`config.mk`:
```
export PLATFORM = sky130hd
export DESIGN_NAME = bft_leaf_port
export DESIGN_NICKNAME = d
export VERILOG_FILES = /design/src/rtl/bft_leaf_port.sv
export SDC_FILE = /design/constraint.sdc
export NUM_CORES = 1
export LEC_CHECK = 0
export BUFFER_PORTS_ARGS = -buffer_cell sky130_fd_sc_hd__buf_4
export CELL_PAD_IN_SITES_DETAIL_PLACEMENT = 1
export CELL_PAD_IN_SITES_GLOBAL_PLACEMENT = 1
export CORE_ASPECT_RATIO = 0.9
export CORE_MARGIN = 1
export CORE_UTILIZATION = 46
export CTS_CLUSTER_SIZE = 10
export DETAILED_ROUTE_END_ITERATION = 10
export PLACE_DENSITY = 0.84
export SETUP_SLACK_MARGIN = 0.4
export SLEW_MARGIN = 30
export SYNTH_ARGS = -nofsm -noshare
export SYNTH_HDL_FRONTEND = slang
export SYNTH_SLANG_ARGS = --single-unit
```
`constraint.sdc`:
```
create_clock -name clk_400 -period 2.8 [get_ports clk_400]
set_clock_uncertainty 0.1 [all_clocks]
set_input_delay 0.28 -clock clk_400 [delete_from_list [all_inputs] [get_ports clk_400]]
set_output_delay 0.28 -clock clk_400 [all_outputs]
set_load 0.01 [all_outputs]
```
`src/rtl/bft_leaf_port.sv`:
```
// Leaf-side BFT port: 1-cycle registered TX toward the leaf, FWFT RX FIFO toward the switch, IDLE/RUN/DRAIN control.
// TX backpressure is state-only (s_ready in RUN); a full RX FIFO drops the packet, pulses resend and counts the drop.
module bft_leaf_port #(
    parameter int RX_DEPTH = 4,
    parameter int PKT_W    = 49
) (
    input  logic             clk_400,
    input  logic             reset_400,
    input  logic [PKT_W-2:0] s_pkt,
    input  logic             s_valid,
    output logic             s_ready,
    output logic [PKT_W-1:0] dout_bft2leaf,
    input  logic [PKT_W-1:0] din_leaf2bft,
    output logic             resend,
    output logic             ap_start,
    output logic [PKT_W-2:0] m_pkt,
    output logic             m_valid,
    input  logic             m_ready,
    input  logic             start_req,
    input  logic             stop_req,
    output logic [15:0]      drop_cnt
);
    localparam int AW = (RX_DEPTH > 1) ? $clog2(RX_DEPTH) : 1;
    localparam int CW = $clog2(RX_DEPTH + 1);

    typedef enum logic [1:0] {IDLE, RUN, DRAIN} state_t;

    state_t           state;
    state_t           state_nxt;
    logic [PKT_W-2:0] mem [RX_DEPTH];
    logic [AW-1:0]    wr_ptr;
    logic [AW-1:0]    rd_ptr;
    logic [CW-1:0]    count;
    logic             rx_vld;
    logic             fifo_empty;
    logic             fifo_full;
    logic             push;
    logic             pop;
    logic             drop;

    assign rx_vld     = din_leaf2bft[PKT_W-1];
    assign fifo_empty = (count == '0);
    assign fifo_full  = (count == CW'(RX_DEPTH));
    assign pop        = !fifo_empty && m_ready;
    // A pop in the same cycle frees the slot, so a full FIFO still takes the packet.
    assign push       = rx_vld && (!fifo_full || pop);
    assign drop       = rx_vld && fifo_full && !pop;

    assign ap_start = (state == RUN);
    assign s_ready  = (state == RUN);
    assign m_valid  = !fifo_empty;
    assign m_pkt    = fifo_empty ? '0 : mem[rd_ptr];

    always_comb begin
        state_nxt = state;
        case (state)
            IDLE:    if (start_req) state_nxt = RUN;
            RUN:     if (stop_req) state_nxt = DRAIN;
            // Leave only once nothing is queued and nothing is arriving from the leaf.
            DRAIN:   if (fifo_empty && !rx_vld) state_nxt = IDLE;
            default: state_nxt = IDLE;
        endcase
    end

    always_ff @(posedge clk_400 or negedge reset_400) begin
        if (!reset_400) begin
            state         <= IDLE;
            dout_bft2leaf <= '0;
            resend        <= 1'b0;
            drop_cnt      <= '0;
            wr_ptr        <= '0;
            rd_ptr        <= '0;
            count         <= '0;
        end else begin
            state         <= state_nxt;
            dout_bft2leaf <= (s_valid && s_ready) ? {1'b1, s_pkt} : '0;
            resend        <= drop;
            if (drop && (drop_cnt != 16'hFFFF)) begin
                drop_cnt <= drop_cnt + 16'd1;
            end
            if (push) begin
                wr_ptr <= wr_ptr + AW'(1);
            end
            if (pop) begin
                rd_ptr <= rd_ptr + AW'(1);
            end
            case ({push, pop})
                2'b10:   count <= count + CW'(1);
                2'b01:   count <= count - CW'(1);
                default: count <= count;
            endcase
        end
    end

    always_ff @(posedge clk_400) begin
        if (push) begin
            mem[wr_ptr] <= din_leaf2bft[PKT_W-2:0];
        end
    end
endmodule

```
# Word-level counts from Yosys, hierarchy flattened
# Memory sizes are Yosys's and may differ from the RTL's.
# Index checks and enable logic that the tools add are counted.
# W data, S select, Z words.
# word_totals
regBits	75
ram_bits	192
input_bits	103
output_inout_bits	117
word_cells	47
n_memories	1
# memory_table
memory	words	word_bits	read_ports	rd_ports_with_merged_regs	write_ports	line	source
mem	4	48	1	0	1	30	logic [PKT_W-2:0] mem [RX_DEPTH];
# classes
n_addsub	5
n_eq_ne	9
muxes	9
n_reduce_logical	16
# op_table
cell	n
$mux W49	1
$mux W48	1
$add A16 B1 Y16 const B	1
$ne A16 B16 Y1 const B	1
$logic_and A1 B1 Y1	7
$mux W2	3
$pmux W2 S3	1
$pmux W3 S2	1
$add A2 B1 Y2 const B	2
$eq A2 B1 Y1 const B	2
$eq A2 B2 Y1 const B	2
$logic_not A1 Y1	4
$ne A2 B2 Y1 const B	2
$add A3 B1 Y3 const B	1
$eq A3 B3 Y1 const B	1
$logic_not A3 Y1	1
$reduce_and A3 Y1	1
$sub A3 B1 Y3 const B	1
$logic_not A2 Y1	1
$mux W1	2
$ne A2 B1 Y1 const B	1
$reduce_bool A2 Y1	1
$logic_or A1 B1 Y1	1

# Depth between registers and ports, before layout
# logic_depth
depth_word	7
ltp_mapped	8
depth_no_buf	6

# Worst setup path before layout
# Ideal clock, no wire load.
# synth_timing
path_type	reg2reg
startpoint	register count[2]
endpoint	memory mem[2][0] in the netlist's numbering (enable)
setup_time_ps	410
arrival_ps	2114
t_required_ps	2290
setup_slack_ps	176
stages_incl_launch_ff	4
n_path_buf	0
period_less_slack_ps	2624
path_cell_list	dfrtp_1 -> nor3b_4 -> a21boi_1 -> and2_1
# synth_between
elab_chain_len	7
word_cells_on_any_way	9
cone_classes	eq/ne (1); mux (2); reduce/logical (6)
# synth_rtl
item	line	source
from (decl)	33	logic [CW-1:0] count;
from (signal assigned)	88	2'b10: count <= count + CW'(1);
from (signal assigned)	89	2'b01: count <= count - CW'(1);
from (signal assigned)	90	default: count <= count;
$logic_not A3 Y1	42	assign fifo_empty = (count == '0);
$logic_not A1 Y1	44	assign pop = !fifo_empty && m_ready;
$logic_and A1 B1 Y1	44	
$logic_or A1 B1 Y1 (*)	46	assign push = rx_vld && (!fifo_full || pop);
$logic_and A1 B1 Y1 (*)	46	
$mux W1 (*)	96	if (push) begin
$mux W1 (not written as such) (*)	97	mem[wr_ptr] <= din_leaf2bft[PKT_W-2:0];
to (decl)	30	
# Every way passes the cells marked *; elsewhere a longest branch is shown, timed or not.

# Worst setup path after layout
# layout_timing
startpoint	register rd_ptr[0]
endpoint	output m_pkt[41]
# layout_between
elab_chain_len	2
# layout_rtl
item	line	source
from (decl)	32	logic [AW-1:0] rd_ptr;
from (signal assigned)	85	rd_ptr <= rd_ptr + AW'(1);
$mem_v2 Z4 W48	n/a	
$mux W48	52	assign m_pkt = fifo_empty ? '0 : mem[rd_ptr];
to (decl)	16	output logic [PKT_W-2:0] m_pkt,
# Every way passes these cells.

==> results.cfg <==
[worst_hold_path]
holdCritPathClass = primary input to flop

[layout]
drive_above_1_share = 0.4311
final_util = 0.6786
final_net_count = 1007
area_growth_pct = 43.84

[timing]
finalHoldViolCount = 0
period_minus_slack_ns = 2.468
max_freq_mhz = 405.1
maxSlewViolCount = 0
post-route-period-util = 0.8816
setup_viol = 0
tightest_slew_ns = 0.6098
max-slew-margin-rel = 0.5935
rsz0062_at_grt = yes
finalSetupTns_ns = 0

[global_route]
grt_overflow = 0
grt_pass1_wl_um = 43100
grt_usage = 0.2532
grt_pass1_vias = 7315
grt_max_degree = 53
antenna_found_initial = 1

[floorplan]
die_h_um = 143.7
rows = 51
fp.dieW_um = 159.5
start_util = 0.4718
pin_count = 220
die_area_sq_um = 22920
coreArea_sq_um = 21760

[power]
powerDensity_nw_per_um2 = 1015
ir_worst_vdd_mv = 0.6246
total_leakage_power_nw = 6.130

[clocking]
cts-htree-levels = 1
cts_sinks = 267
clockRootBuffer = clkbuf_16
clockBufferDepth = 3
cts_tree = yes
path_clk_slew_ns = 0.06
clkLatencyLatePin_ns = 0.53
cts_buffers = 30

[routing]
drtIter0Drc = 301
ant_nets = 0
drc = 0
wl_per_cell_um = 24.21
vias = 6427
dr.pass1.iters = 4
avgViaCountPerCell = 5.298
routed_wl_um = 29360

[placement]
place.gp.congestion = 0.8002
dp_hpwl_um = 15760
io_buffer_count = 219

[critical_path]
timing.rr.end = count[1]$_DFFE_PN0P_
cp-endpoint = m_pkt[41]
ff2ff_path_depth = 6
rr_startpoint = count[2]$_DFFE_PN0P_
critPathKind = flop to output pin
cp.required_ns = 2.42
cp-startpoint = rd_ptr[0]$_DFFE_PN0N_
r2r_slack_ns = 0.63
crit_path_end_kind = output pin
crit_arrival_ns = 2.09
cp_max_fo = 8
start_kind = flop

[logic_synthesis]
ys_top_cells_by_count = edfxtp_1 (192), dfrtp_1 (75), and2_1 (54)
yosysSeqAreaShare = 0.7444
synth_warnings = 0
synth_top_area_share = 0.5616
synth_area_sq_um = 10270
async_flop_share = 0.2809
syn-num-nets = 659
synth_cells = 550
syn_avg_cell_area_sq_um = 18.67
synth-edff-count = 192
synth_area_leaders = edfxtp_1 (56%), dfrtp_1 (18%), mux4_2 (11%)
synthFlopType = edfxtp_1
synth_most_common_cell = edfxtp_1
ys_ff_latch = 267
synth_cell_types = 47
synth_top_cell_by_area = edfxtp_1

[run]
maxCapViolCount = 0

[status]
outcome = finished clean
state kept, by name, indices dropped and copies added (netlist names):
name and cells:
drop_cnt 16, mem 192, state 2, rd_ptr 2, resend 1, dout_bft2leaf 49, count 3, wr_ptr 2
where the power goes:
group | internal, mW | total, mW | leakage [nW] | switching [mW]
Sequential | 5.06 | 5.36 | 2.76 | 0.301
Clock | 2.06 | 3.54 | 0.410 | 1.49
Combinational | 3.43 | 6.09 | 2.96 | 2.66
per-stage QoR:
| step | cell area (sq um) | cells | hold WS [ns] | total power [mW] | setup slack, ns |
|---|---|---|---|---|---|
| floorplan | 10270 | 550 | -0.1156 | 7.807 | 0.4920 |
| global placement | 12340 | 1043 | 0.2144 | 9.732 | 0.6500 |
| detailed placement | 12340 | 1043 | 0.2317 | 9.962 | 0.5204 |
| CTS | 14310 | 1204 | 0.02509 | 13.79 | 0.2673 |
| global route | 14770 | 1213 | 0.07777 | 15.57 | 0.2885 |
| finish | 14770 | 1213 | 0.05473 | 14.99 | 0.3316 |
worst min-delay path by stage:
stage                startpoint                           to  slack, ns  depth (start not counted)
6_report       din_leaf2bft[48]         state[1]$_DFFE_PN0P_       0.05                          3
5_1_grt        din_leaf2bft[48]         state[1]$_DFFE_PN0P_       0.08                          3
4_1_cts        din_leaf2bft[48]         state[1]$_DFFE_PN0P_       0.03                          3
3_5_place_dp          reset_400  dout_bft2leaf[16]$_DFF_PN0_       0.23                          1
3_3_place_gp          reset_400  dout_bft2leaf[18]$_DFF_PN0_       0.21                          1
2_1_floorplan         reset_400         count[0]$_DFFE_PN0P_      -0.12                          0
cell usage in the layout, fill, tap and decap left out, types with 2 or more instances in the layout:
cell / netlist / layout
dfrtp_4: 0 / 2
nor4_2: 3 / 3
dfrtp_2: 0 / 3
o21ai_0: 8 / 8
clkbuf_1: 20 / 24
buf_6: 0 / 47
mux4_2: 48 / 48
nor4_1: 3 / 3
nor3_1: 4 / 4
dlygate4sd3_1: 0 / 100
nor2_1: 4 / 4
nand2_1: 12 / 12
and3_1: 48 / 48
xor2_1: 10 / 10
buf_12: 0 / 11
and2_2: 0 / 4
ha_1: 5 / 5
nand3_1: 5 / 5
dfrtp_1: 75 / 70
and2_4: 0 / 47
mux2_2: 2 / 2
clkbuf_16: 0 / 35
a211oi_1: 4 / 4
xnor2_1: 4 / 4
and2_1: 54 / 3
a21oi_1: 5 / 5
inv_1: 8 / 8
buf_4: 1 / 180
nand4_1: 2 / 2
edfxtp_1: 192 / 192
cell families after synthesis:
group	synth area share
DFF	0.7444
and+or+nand+nor	0.09531
muxes	0.1110
buffers and inverters	0.01438
AOI/OAI and AO/OA	0.01487
xor gates and xnor gates	0.01194
adders and majority gates	0.008044
repair_timing:
action / CTS / global route
gates resized for setup: 6 / 98
hold buffers: 100 / 0
cloned: 1 / 5
pin swaps: 0 / 33
buffers inserted: 5 / 3
setup endpoints to repair: 49 / 47
hold endpoints to repair: 288 / 0
worst max-delay path, cell delays in order (launching register included):
cell     delay (ns)
dfrtp_4        0.44
buf_12         0.14
buf_12         0.14
mux4_2         0.54
and2_4         0.17
buf_6          0.12
metal layers:
metal,global-route usage,wire length [um]
met4,0.07794,584
met5,0,0
met2,0.4767,16130
met1,0.2901,11040
met3,0.05310,1612
cell type report:
type,count,area [sq um]
flip-flops and latches,267,7654
multi-input cells,247,2606
well taps,291,364.1
inverters,8,30.03
repair buffers,344,3244
fillers,1838,6993
clock buffers,55,865.8
diodes,1,2.502
Power figures use the tool's default switching activity.
